--- src/rtl/sect283k1_pt_mul_host.sv ---
// Word-serial host for the sect283k1 point multiplier core.
// Collects a 283-bit scalar as nine 32-bit words (LSW first), starts the core,
// waits for a rising done edge, captures x/y and streams them out as eighteen
// 32-bit words (x first, LSW first).
// Optional WAIT-state watchdog enabled by defining PT_MUL_TIMEOUT_EN.
module sect283k1_pt_mul_host #(
  parameter logic [23:0] TimeoutCycles = 24'd1_000_000
) (
  input  logic         clk,
  input  logic         rst,
  input  logic         clr,
  input  logic         in_valid,
  output logic         in_ready,
  input  logic [31:0]  in_data,
  output logic         out_valid,
  input  logic         out_ready,
  output logic [31:0]  out_data,
  output logic         out_last,
  output logic         busy,
  output logic         err,
  output logic         pm_clr,
  output logic         pm_start,
  output logic [282:0] pm_d,
  input  logic         pm_done,
  input  logic [282:0] pm_x,
  input  logic [282:0] pm_y
);

  typedef enum logic [2:0] {StLoad, StStart, StWait, StCapt, StSend} state_e;

  state_e         state_q, state_d;
  logic [4:0]     cnt_q, cnt_d;
  logic [255:0]   scalar_q;   // words 0..7 while loading
  logic [282:0]   pm_d_q;     // full scalar, updated only when word 8 lands
  logic [282:0]   x_q, y_q;
  logic           done_q;
  logic           pm_clr_q;
  logic           err_q;
  logic           done_rise;
  logic           load_we;
  logic           timeout;
  logic [287:0]   res_sel;
  logic [3:0]     word_idx;
  logic [8:0]     bit_off;

  assign done_rise = pm_done && !done_q;
  assign load_we   = (state_q == StLoad) && in_valid;
  assign pm_d      = pm_d_q;
  assign pm_clr    = pm_clr_q;
  assign err       = err_q;

`ifdef PT_MUL_TIMEOUT_EN
  logic [23:0] tmo_q, tmo_d;

  // Watchdog: held at zero outside WAIT, so it restarts on every WAIT entry.
  always_comb begin
    tmo_d = tmo_q + 24'd1;
  end

  assign timeout = (state_q == StWait) && !done_rise && (tmo_d == TimeoutCycles);

  // Watchdog counter register.
  always_ff @(posedge clk) begin
    if (rst || (state_q != StWait)) begin
      tmo_q <= '0;
    end else begin
      tmo_q <= tmo_d;
    end
  end
`else
  logic unused_timeout_cfg;
  assign unused_timeout_cfg = ^TimeoutCycles;
  assign timeout = 1'b0;
`endif

  // Result word select: words 0..8 from x, 9..17 from y, top word zero-extended.
  always_comb begin
    res_sel  = (cnt_q < 5'd9) ? {5'b0, x_q} : {5'b0, y_q};
    word_idx = (cnt_q < 5'd9) ? cnt_q[3:0] : 4'(cnt_q - 5'd9);
    bit_off  = {word_idx, 5'b0};
  end

  // Next-state and handshake outputs.
  always_comb begin
    state_d   = state_q;
    cnt_d     = cnt_q;
    in_ready  = 1'b0;
    out_valid = 1'b0;
    out_data  = '0;
    out_last  = 1'b0;
    busy      = 1'b0;
    pm_start  = 1'b0;
    unique case (state_q)
      StLoad: begin
        in_ready = 1'b1;
        if (in_valid) begin
          if (cnt_q == 5'd8) begin
            state_d = StStart;
            cnt_d   = '0;
          end else begin
            cnt_d = cnt_q + 5'd1;
          end
        end
      end
      StStart: begin
        busy     = 1'b1;
        pm_start = 1'b1;
        state_d  = StWait;
      end
      StWait: begin
        busy = 1'b1;
        if (done_rise) begin
          state_d = StCapt;
        end else if (timeout) begin
          state_d = StLoad;
        end
      end
      StCapt: begin
        busy    = 1'b1;
        state_d = StSend;
        cnt_d   = '0;
      end
      StSend: begin
        out_valid = 1'b1;
        out_data  = res_sel[bit_off +: 32];
        out_last  = (cnt_q == 5'd17);
        if (out_ready) begin
          if (cnt_q == 5'd17) begin
            state_d = StLoad;
            cnt_d   = '0;
          end else begin
            cnt_d = cnt_q + 5'd1;
          end
        end
      end
      default: begin
        state_d = StLoad;
        cnt_d   = '0;
      end
    endcase
  end

  // State, datapath registers; rst beats clr, clr beats everything else.
  always_ff @(posedge clk) begin
    if (rst) begin
      state_q  <= StLoad;
      cnt_q    <= '0;
      scalar_q <= '0;
      pm_d_q   <= '0;
      x_q      <= '0;
      y_q      <= '0;
      done_q   <= 1'b0;
      pm_clr_q <= 1'b0;
      err_q    <= 1'b0;
    end else begin
      done_q <= pm_done;
      if (clr) begin
        state_q  <= StLoad;
        cnt_q    <= '0;
        scalar_q <= '0;
        pm_d_q   <= '0;
        err_q    <= 1'b0;
        pm_clr_q <= 1'b1;
      end else begin
        state_q  <= state_d;
        cnt_q    <= cnt_d;
        pm_clr_q <= timeout;
        if (timeout) begin
          err_q <= 1'b1;
        end
        if (load_we) begin
          if (cnt_q == 5'd8) begin
            pm_d_q <= {in_data[26:0], scalar_q};
          end else begin
            scalar_q[{cnt_q[2:0], 5'b0} +: 32] <= in_data;
          end
        end
        if (state_q == StCapt) begin
          x_q <= pm_x;
          y_q <= pm_y;
        end
      end
    end
  end

endmodule

--- config.mk ---
export PLATFORM = sky130hd
export DESIGN_NAME = sect283k1_pt_mul_host
export DESIGN_NICKNAME = d
export VERILOG_FILES = /design/src/rtl/sect283k1_pt_mul_host.sv
export SDC_FILE = /design/constraint.sdc
export NUM_CORES = 2
export LEC_CHECK = 0
export ABC_AREA = 1
export BUFFER_PORTS_ARGS = -buffer_cell sky130_fd_sc_hd__clkbuf_2
export CAP_MARGIN = 20
export CORE_AREA = 2 2 361 363
export DETAILED_ROUTE_END_ITERATION = 12
export DIE_AREA = 0 0 363 365
export GPL_TIMING_DRIVEN = 0
export HOLD_SLACK_MARGIN = 0.12
export PLACE_DENSITY = 0.6
export SYNTH_ARGS = -nofsm -noshare
export SYNTH_HDL_FRONTEND = slang
export SYNTH_SLANG_ARGS = --single-unit
--- constraint.sdc ---
create_clock -name clk -period 3.3 [get_ports clk]
set_input_delay 0.66 -clock clk [delete_from_list [all_inputs] [get_ports clk]]
set_output_delay 0.66 -clock clk [all_outputs]
set_load 0.01 [all_outputs]
==> flow_summary_export.csv <==
group,metric,value,unit
run_status,status,"finished with violations",
run_status,violations,"negative setup slack",
die,die-area,132500,um^2
drt,wirelength,248.0,mm
drt,ant_nets,0,
die,ioPinCount,926,
drt,drtIter0Drc,5635,
timing,final.period_utilization,112.5,%
cts,ctsRootBufferMaster,"clkbuf_16",
cts,cts_buffers,117,
cells_and_area,final_layout_size_suffix_gt1_share,22.39,%
cells_and_area,final_common_cell,"nand2_1",
timing,layout_setup_ws,-413.6,ps
synth,synth-edff-count,0,
cells_and_area,fin_area,60330,um^2
synth,synth-async-reset-ratio,0,%
cells_and_area,nFillCells,13380,
critical_path,rrSetupSlack,70,ps
timing,fmax,269.3,MHz
critical_path,arrival,3050,ps
cells_and_area,finalCoreUtilization,46.89,%
synth,ys_warn_count,0,
die,start_util,36.22,%
global_route,grt_pass1_wl,338.8,mm
drt,num_vias,50740,
synth,yosysSeqAreaShare,47.90,%
cells_and_area,area_delta_synth_final,29.46,%
drt,post_drt_wl_per_cell,26.31,um
critical_path,crit_path_end_kind,"primary output",
critical_path,reg2reg_from,"cnt_q[0]",
placed_design,postPlaceCellArea,53480,um^2
cells_and_area,final_cell_mix,"nand2_1 (1281), dfxtp_1 (1111), nor2_1 (1001)",
timing,fin_crit,3714,ps
critical_path,ff2ff_path_depth,12,
cts,cts.clk_slew.worst_paths,60,ps
drt,routed_via_density,5.383,
job,cap_viol_max_count,0,
drt,firstDrtPassIters,9,
critical_path,critical_path_required,2640,ps
synth,syn_area,46600,um^2
timing,final_max_slew_viol_count,0,
power_and_ir_drop,power_density,484.8,nW/um^2
critical_path,critPathLaunchType,"flip-flop",
cts,htree_levels,3,
timing,setup_violations,32,
global_route,grt_pass1_vias,47410,
placed_design,io_buffers,924,
critical_path,critical_path_class,"flip-flop to primary output",
placed_design,gp_congestion,1.038,
synth,avgSynthCellArea,7.139,um^2
cts,cts_tree,"yes",
timing,skew,57.66,ps
synth,ys_seq_elements,1115,
die,num_rows,132,
cts,clockBufferDepth,3,
global_route,overflow,0,
global_route,grt_max_degree,19,
timing,slew_headroom,18.89,%
cts,cts_sinks,1115,
synth,synth_nets,7139,
hold_path,min_path_type,"primary input to flip-flop",
synth,yosysUniqueCellTypes,40,
critical_path,path_max_fanout,7,
hold_path,min_to,"y_q[116]",
global_route,antenna_found_initial,16,
timing,worstMarginPinSlew,1217,ps
cts,clock_latency,760,ps
synth,ys.flop_type,"dfxtp_1",
cells_and_area,nNetsFinal,8256,
timing,final-hold-violation-count,0,
power_and_ir_drop,irDropWorstVdd,0.4805,mV
placed_design,dp_hpwl,199.2,mm
die,core,128700,um^2
hold_path,holdPathStages,3,
hold_path,holdCritStartpoint,"pm_y[116]",
timing,grt_setup_unrepaired,"yes",
power_and_ir_drop,p_leak,26.50,nW
critical_path,r2r_end,"pm_d[63]",
drt,drc,0,
synth,synthCells,6528,
global_route,grtUsageTotal,35.80,%
die,fp.dieW,363,um
die,die_y,365,um
==> metrics by stage <==
| stage | cells | TNS (ps) | setup WS, ps | total power, mW | hold WS, ps |
|---|---|---|---|---|---|
| 2_1_floorplan | 6528 | 0 | 144.3 | 14.42 | 429.7 |
| 3_3_place_gp | 9127 | -433210 | -2270 | 15.39 | 446.9 |
| 3_5_place_dp | 9137 | -410550 | -2245 | 15.40 | 448.6 |
| 4_1_cts | 9397 | -11730 | -439.9 | 29.13 | 120.5 |
| 5_1_grt | 9421 | -12020 | -441.7 | 29.90 | 138.1 |
| 6_report | 9425 | -10290 | -413.6 | 29.25 | 140.8 |
==> critical path, cell delays in order (launching register included) <==
cell       delay, ps
dfxtp_4          430
inv_16            50
buf_12           120
clkbuf_16        140
ha_4             160
xnor2_2          180
nand2_1          120
nand2_4          130
nand2_4          100
nor2_4           140
buf_4            210
a21oi_1          110
a21oi_2          230
clkbuf_8         200
==> where the power goes <==
group	internal [mW]	switching [mW]
logic	0.599	1.25
clock network	7.95	5.95
registers	13.5	0.0168
total	22.0	7.22
==> synth_stat cells (5+ instances only) <==
cell type     n  area (um^2)
a211oi_1    336         2522
a21oi_1     549         2748
buf_1        25        93.84
buf_2        87        435.4
buf_4         7        52.55
clkbuf_1    389         1460
dfxtp_1    1115        22320
ha_1          7        87.58
inv_1       565         2121
inv_2        14        52.55
nand2_1    1398         5248
nand2_2       5        31.28
nand3_1     182        910.9
nand3b_1     27        202.7
nand4_1     109        681.9
nor2_1     1014         3806
nor3_1       66        330.3
nor4_4        5        106.4
o21ai_0     460         2302
o21ai_1       9        45.04
o22ai_1      15        93.84
or2_2       116        725.7
==> sequential cells by signal (all words and copies together) (netlist names) <==
signal,count
y_q,283
state_q,3
scalar_q,256
done_q,1
pm_d,283
cnt_q,5
x_q,283
pm_clr,1
==> metal layers <==
metal / routed length (um) / GRT usage, % / up-vias / share of wire [%]
met3: 23400 / 6.693 / 582 / 9.4
li1: - / - / 23330 / -
met2: 109200 / 56.72 / 2815 / 44
met1: 97780 / 45.10 / 24010 / 39
met4: 17560 / 22.04 / 4 / 7.1
met5: 21 / 0 / - / 0.0085
==> kinds of logic (layout without fill, tap and decap cells) <==
group | Yosys count | in the layout | synth area share, %
buffers and inverters | 1093 | 2300 | 9.118
and+or+nand+nor | 2937 | 2938 | 26.13
xor gates and xnor gates | 2 | 2 | 0.03760
AOI/OAI and AO/OA | 1373 | 1373 | 16.62
adders and majority gates | 7 | 7 | 0.1879
other | 1 | 15 | 0.008047
DFF | 1115 | 1115 | 47.90
==> timing repair <==
action | 4_1_cts | 5_1_grt
resized for setup | 438 | 218
hold buffers | 11 | 0
setup buffers | 36 | 11
pin swaps | 50 | 49
endpoints found under the hold margin | 11 | 0
endpoints found under the setup margin | 573 | 33
cloned | 5 | 6
==> layout make-up <==
class                      instances  area, um^2  share of cell area [%]
clock inverter                    39       584.3                  0.9686
clock buffer                     171        3412                   5.656
tap                             1675        2096                   3.474
antenna                           14       35.03                 0.05807
multi-input combinational       4321       21370                   35.43
buffer                           505        2561                   4.245
sequential                      1115       22330                   37.02
inverter                         583        2231                   3.698
timing repair buffer            1002        5703                   9.453
==> how the worst max path moves through the flow <==
stage                  start  cells past startpoint            to  slack, ps
finish              cnt_q[0]                     13   out_data[5]       -410
CTS                 cnt_q[0]                     16  out_data[17]       -440
detailed placement  cnt_q[0]                     15  out_data[17]      -2250
global placement    cnt_q[0]                     15  out_data[17]      -2270
floorplan           cnt_q[0]                     14  out_data[10]        140
global route        cnt_q[0]                     16  out_data[22]       -440
Note: power is estimated with default switching activity, not from simulation.
